$ cat src/rtl/job_arbiter_if.sv
// Interface bundling the requester and engine handshake signals of job_arbiter.
// The master modport is the arbiter's view; the slave modport is the
// environment's view (requesters plus the job engine).
interface job_arbiter_if #(
    parameter int NREQ = 4
);
    logic [NREQ-1:0] req;    // level request per client
    logic [NREQ-1:0] grant;  // one-hot owner during ISSUE and WAIT
    logic [NREQ-1:0] ack;    // one-cycle completion pulse to the owner
    logic [NREQ-1:0] err;    // one-cycle timeout pulse to the owner
    logic            start;  // one-cycle start pulse to the engine
    logic            done;   // engine completion pulse
    logic [7:0]      state;  // exported arbiter state code

    modport master (
        input  req,
        input  done,
        output grant,
        output ack,
        output err,
        output start,
        output state
    );

    modport slave (
        output req,
        output done,
        input  grant,
        input  ack,
        input  err,
        input  start,
        input  state
    );
endinterface

$ cat src/rtl/job_arbiter.sv
// job_arbiter: shares one start/done job engine among NREQ requesters.
// A round-robin pointer selects the next requester, a one-cycle start pulse
// launches the job, and the arbiter waits for done or a timeout before
// reporting ack or err to the owner and rotating priority past it.
// Every output is a register; no combinational path runs from req to grant.
module job_arbiter #(
    parameter int NREQ    = 4,    // number of requesters, 2..16
    parameter int TIMEOUT = 255   // max WAIT cycles before abort; 0 = wait forever
) (
    input  logic          clock,
    input  logic          reset,
    job_arbiter_if.master bus
);

    // Owner / pointer index width.
    localparam int PW = (NREQ > 1) ? $clog2(NREQ) : 1;
    // Timer width: enough to hold TIMEOUT, never less than one bit.
    localparam int TW = (TIMEOUT > 0) ? $clog2(TIMEOUT + 1) : 1;
    // Timer value seen in the last permitted WAIT cycle.
    localparam logic [TW-1:0] TIMER_LAST = (TIMEOUT > 0) ? TW'(TIMEOUT - 1) : '0;
    localparam logic [PW-1:0] OWNER_LAST = PW'(NREQ - 1);

    typedef enum logic [7:0] {
        ST_IDLE    = 8'd0,
        ST_ISSUE   = 8'd1,
        ST_WAIT    = 8'd2,
        ST_RELEASE = 8'd3
    } state_t;

    state_t          state_q;
    logic [PW-1:0]   ptr;        // requester scanned first in IDLE
    logic [PW-1:0]   owner;      // requester that owns the current job
    logic [TW-1:0]   timer;      // WAIT cycles already spent
    logic [NREQ-1:0] grant_q;
    logic [NREQ-1:0] ack_q;
    logic [NREQ-1:0] err_q;
    logic            start_q;

    logic [PW-1:0]   pick;       // round-robin winner for the current req
    logic            any_req;

    // One-hot decode of a requester index.
    function automatic logic [NREQ-1:0] onehot(input logic [PW-1:0] idx);
        logic [NREQ-1:0] v;
        v      = '0;
        v[idx] = 1'b1;
        return v;
    endfunction

    // Round-robin pick: first set req bit scanning ptr, ptr+1, ... modulo NREQ.
    always_comb begin
        int            j;
        logic [PW-1:0] cand;
        // NOTE: every variable assigned here gets a value before any branch,
        // so no path leaves it holding its old value and no latch is inferred.
        pick    = ptr;
        j       = 0;
        cand    = '0;
        any_req = |bus.req;
        // Scan from the lowest priority to the highest so that the highest
        // priority hit is the one written last.
        for (int i = NREQ - 1; i >= 0; i--) begin
            j = int'(ptr) + i;
            if (j >= NREQ) begin
                j = j - NREQ;
            end
            cand = PW'(j);
            if (bus.req[cand]) begin
                pick = cand;
            end
        end
    end

    // Arbiter state machine with registered grant/start/ack/err outputs.
    always_ff @(posedge clock) begin
        if (reset) begin
            // NOTE: state registers use non-blocking assignments so every
            // register samples the values from before this clock edge.
            state_q <= ST_IDLE;
            ptr     <= '0;
            owner   <= '0;
            timer   <= '0;
            grant_q <= '0;
            ack_q   <= '0;
            err_q   <= '0;
            start_q <= 1'b0;
        end else begin
            // Pulse outputs default low; the transitions below raise them for one cycle.
            ack_q   <= '0;
            err_q   <= '0;
            start_q <= 1'b0;

            case (state_q)
                ST_IDLE: begin
                    // done is ignored here, so a stale pulse after reset is harmless.
                    if (any_req) begin
                        owner   <= pick;
                        grant_q <= onehot(pick);
                        start_q <= 1'b1;
                        state_q <= ST_ISSUE;
                    end
                end

                ST_ISSUE: begin
                    timer   <= '0;
                    state_q <= ST_WAIT;
                end

                ST_WAIT: begin
                    // done is checked first so it wins over an expiring timeout.
                    if (bus.done) begin
                        grant_q <= '0;
                        ack_q   <= onehot(owner);
                        state_q <= ST_RELEASE;
                    end else if ((TIMEOUT != 0) && (timer == TIMER_LAST)) begin
                        grant_q <= '0;
                        err_q   <= onehot(owner);
                        state_q <= ST_RELEASE;
                    end else if (timer != {TW{1'b1}}) begin
                        // Saturate so an unbounded wait never wraps the count.
                        timer <= timer + 1'b1;
                    end
                end

                ST_RELEASE: begin
                    // Rotate priority to the requester after the owner.
                    if (owner == OWNER_LAST) begin
                        ptr <= '0;
                    end else begin
                        ptr <= owner + 1'b1;
                    end
                    state_q <= ST_IDLE;
                end

                default: begin
                    // Unreachable codes recover to a clean idle.
                    grant_q <= '0;
                    state_q <= ST_IDLE;
                end
            endcase
        end
    end

    // Drive the interface from the registered state.
    assign bus.state = state_q;
    assign bus.grant = grant_q;
    assign bus.ack   = ack_q;
    assign bus.err   = err_q;
    assign bus.start = start_q;

endmodule
$ cat src/flat_wrapper.sv
// flat-port wrapper written by rule: the top's interface ports become plain ports
module job_arbiter_flat 
#(
    parameter int NREQ    = 4,                                  
    parameter int TIMEOUT = 255                                                    
)
  (clock, reset, bus_req, bus_done, bus_grant, bus_ack, bus_err, bus_start, bus_state);
  job_arbiter_if #(.NREQ(NREQ)) bus_i ();
  input  logic clock;
  input  logic reset;
  input wire logic [$bits(bus_i.req)-1:0] bus_req;
  input wire logic [$bits(bus_i.done)-1:0] bus_done;
  output wire logic [$bits(bus_i.grant)-1:0] bus_grant;
  output wire logic [$bits(bus_i.ack)-1:0] bus_ack;
  output wire logic [$bits(bus_i.err)-1:0] bus_err;
  output wire logic [$bits(bus_i.start)-1:0] bus_start;
  output wire logic [$bits(bus_i.state)-1:0] bus_state;
  assign bus_i.req = bus_req;
  assign bus_i.done = bus_done;
  assign bus_grant = bus_i.grant;
  assign bus_ack = bus_i.ack;
  assign bus_err = bus_i.err;
  assign bus_start = bus_i.start;
  assign bus_state = bus_i.state;
  job_arbiter #(.NREQ(NREQ), .TIMEOUT(TIMEOUT)) u_core (.clock(clock), .reset(reset), .bus(bus_i));
endmodule
$ cat config.mk
export PLATFORM = sky130hd
export DESIGN_NAME = job_arbiter_flat
export DESIGN_NICKNAME = d
export VERILOG_FILES = /design/src/rtl/job_arbiter_if.sv /design/src/rtl/job_arbiter.sv /design/src/flat_wrapper.sv
export SDC_FILE = /design/constraint.sdc
export NUM_CORES = 1
export LEC_CHECK = 0
export BUFFER_PORTS_ARGS = -buffer_cell sky130_fd_sc_hd__buf_2
export CORE_ASPECT_RATIO = 0.8
export CORE_MARGIN = 1
export CORE_UTILIZATION = 45
export CTS_CLUSTER_DIAMETER = 40
export DETAILED_ROUTE_END_ITERATION = 7
export GPL_ROUTABILITY_DRIVEN = 0
export PLACE_DENSITY = 0.7
export SETUP_SLACK_MARGIN = 0.02
export SYNTH_ARGS = -nofsm -noshare
export SYNTH_HDL_FRONTEND = slang
export SYNTH_SLANG_ARGS = --single-unit
$ cat constraint.sdc
create_clock -name clock -period 1.6 [get_ports clock]
set_input_delay 0.08 -clock clock [delete_from_list [all_inputs] [get_ports clock]]
set_output_delay 0.08 -clock clock [all_outputs]
set_load 0.01 [all_outputs]
==> reports/results.ini <==
[detailed_routing]
vias = 1327
wirelength_um = 3540
drcViolationCount = 0
routedWlPerCell_um = 14.6
ant_nets = 0
firstDrtPassIters = 4
drt_iter0_markers = 65
viasPerCell = 5.48

[flow_run]
drv_cap = 0

[cells_and_area]
antenna_cells = 0
fin_cells = 242
post-route-cell-area_um2 = 1980
postLayoutCoreUtil_pct = 68.6
drive_gt1_share_pct = 44.1
nNetsFinal = 223
area_delta_synth_final_pct = 37.6
n_fill_cell = 232

[die]
die_w_um = 65.3
io_pins = 28
initial_core_util_pct = 49.8
coreArea_um2 = 2890
dieHeight_um = 52.6
num_rows = 17
die_area_um2 = 3430

[worst_setup_path]
crit_type = flop to flop
critPathCaptureType = flop
slowest_delay_ns = 0.52
worstPathMaxFanout = 5
cp.required_ns = 1.81
crit_family = simple AND/OR/NAND/NOR gates
crit_slowest_cell = or4_4
worstPathBufferInverterCount = 1
worst_setup_path_start_kind = flop
crit_chain = inv_4 > ha_4 > and2b_2 > o21a_1 > or4_4 > a21oi_2
arrival_ns = 1.88

[clock_tree]
h-tree-depth = 1
clk_latency_ns = 0.28
numCtsBuffers = 3
clk_pin_slew_ns = 0.10
clock_sinks = 27
root_buffer = clkbuf_8
hold_buffers = 0
cts_tree = done
clk_path_buf_depth = 2

[worst_hold_path]
worstHoldPathType = input pin to flop

[pwr]
p_total_uw = 2150
pwr-share-clk_pct = 19.1
peakVddDrop_uv = 723
p_leak_uw = 0.000813
p_seq_share_pct = 38.3
power-per-cell-area_nw_per_um2 = 1080
switching_power_uw = 782
netSwitchingFraction_pct = 36.4
combPwrFrac_pct = 42.5
internal_power_uw = 1360

[synth]
yosysWarnings = 0
syn_area_um2 = 1440
async_reset_ff_share_pct = 0
yosysTopAreaCell = dfxtp_1
synth_edf_count = 0
postSynthAreaPerCell_um2 = 9.07
syn_inst = 159
yosys.area.top_type_share_pct = 37.5
synthTopCellsByArea = dfxtp_1 38%, ha_1 9.5%, and2_1 4.8%
yosysSeqAreaShare_pct = 37.5
ys_seq_elements = 27
synth_flop_cell = dfxtp_1
ys_types = 39

[global_route]
grt_max_degree = 20
met3_usage_pct = 4.57
use_met2_pct = 36.6
first_global_vias = 1141
antenna_found_initial = 0
grt.total_usage_pct = 21.0
grt_pass1_wl_um = 5310
busiest_layer = met2
gr-total-overflow = 0
use_met1_pct = 26.5

[placement]
dp_slack_ns = -0.0940
placed_cell_area_um2 = 1740
io_buffer_count = 21
place_inst = 232
dp_hpwl_um = 2350

[sta]
final_max_slew_viol_count = 0
layout_min_cycle_time_ns = 1.66
max_slew.worst_pin.slew_ns = 0.908
rsz0062_at_grt = true
finalHoldViolCount = 0
period_share_pct = 104
finalSetupViolCount = 6
max_freq_ghz = 0.601
slew_headroom_pct = 38.7
finClkSkew_ns = 0.00481
fin_ws_ns = -0.0638

[status]
status = complete, but fails checks
violations = setup timing

==> worst reg2reg max path, cell delays in order (launching register included) <==
cell	delay, ns
dfxtp_4	0.38
inv_4	0.04
ha_4	0.15
and2b_2	0.23
o21a_1	0.14
or4_4	0.52
a21oi_2	0.13
==> flip-flops by register name, summed over array words and instances (netlist names) <==
signal	flops
u_core.bus.ack	4
u_core.bus.start	1
u_core.bus.err	4
u_core.timer	8
u_core.bus.grant	4
u_core.bus.state	2
u_core.ptr	2
u_core.owner	2
==> worst paths after layout <==
path              cells past startpoint  slack [ns]                 from                   to
setup / recovery                      6       -0.06  u_core.bus.state[0]  u_core.bus.state[0]
hold / removal                        2        0.17                reset        u_core.ptr[0]
setup reg to reg                      6       -0.06  u_core.bus.state[0]  u_core.bus.state[0]
hold reg to reg                       2        0.51  u_core.bus.grant[1]  u_core.bus.grant[1]
==> power by group through the flow <==
stage / Sequential [uW] / Combinational [uW] / Clock [uW]
3_5_place_dp: 835 / 669 / 0
5_1_grt: 833 / 993 / 444
3_3_place_gp: 830 / 651 / 0
6_report: 823 / 913 / 411
4_1_cts: 817 / 762 / 419
2_1_floorplan: 863 / 404 / 0
==> stage by stage <==
stage,setup TNS (ns),hold slack [ns]
2_1_floorplan,-0.00649,0.286
3_3_place_gp,0,0.447
3_5_place_dp,-0.253,0.466
4_1_cts,-0.186,0.169
5_1_grt,-0.777,0.186
6_report,-0.266,0.174
==> cell type report <==
class | count | area [um^2] | share of cell area (%)
clock buffers | 3 | 41.3 | 2.08
repair buffers | 44 | 290 | 14.6
flip-flops and latches | 27 | 552 | 27.8
inverters | 6 | 25.0 | 1.26
well taps | 38 | 47.5 | 2.40
multi-input cells | 123 | 1020 | 51.5
clock inverters | 1 | 6.26 | 0.315
==> per-layer routing <==
layer  up-vias  routed length, um
met3         9                196
li1        646                  -
met4         0                 78
met1       627               1530
met5         -                  0
met2        45               1730
==> synth_stat cells (2+ instances only) <==
cell type,count
inv_1,6
mux2_2,2
or4_1,4
and2_1,11
dfxtp_1,27
nand3_1,3
and2b_1,2
mux2i_1,2
clkbuf_1,2
buf_4,6
o41ai_1,3
nand2b_1,10
o21a_1,2
a21oi_1,9
o31ai_1,4
nand2_1,7
o211ai_1,2
o32ai_1,4
nor2b_1,4
o21ai_0,4
or3_1,2
nor3_1,4
nor2_1,13
ha_1,11
==> cells by family after synthesis <==
group,share of synthesized area [%]
mux,2.95
other cells,0.260
flops,37.5
xor+xnor,0.608
simple gates,28.2
fa+ha+maj,9.55
buf+inv,5.21
compound gates,15.7
==> cells in the final DEF (no fill, tap or decap), types with 3 or more instances in the layout <==
master / synthesis / routed
nor2b_1: 4 / 4
buf_4: 6 / 22
inv_1: 6 / 5
o31ai_2: 0 / 4
buf_2: 0 / 21
ha_1: 11 / 7
conb_1: 1 / 6
clkbuf_8: 0 / 3
and2_1: 11 / 10
nor2_1: 13 / 12
ha_2: 0 / 3
nand2b_1: 10 / 9
dfxtp_1: 27 / 22
dfxtp_2: 0 / 3
a21oi_1: 9 / 6
a21oi_2: 0 / 3
nand2_1: 7 / 7
or4_4: 1 / 4
==> repair_timing <==
action                                  in CTS  in global routing
setup buffers                                3                  3
pin swaps                                    6                  3
endpoints found under the setup margin      11                 15
resized for setup                           10                 23
hold endpoints to repair                     0                  0
Note: power is estimated with default switching activity, not from simulation.
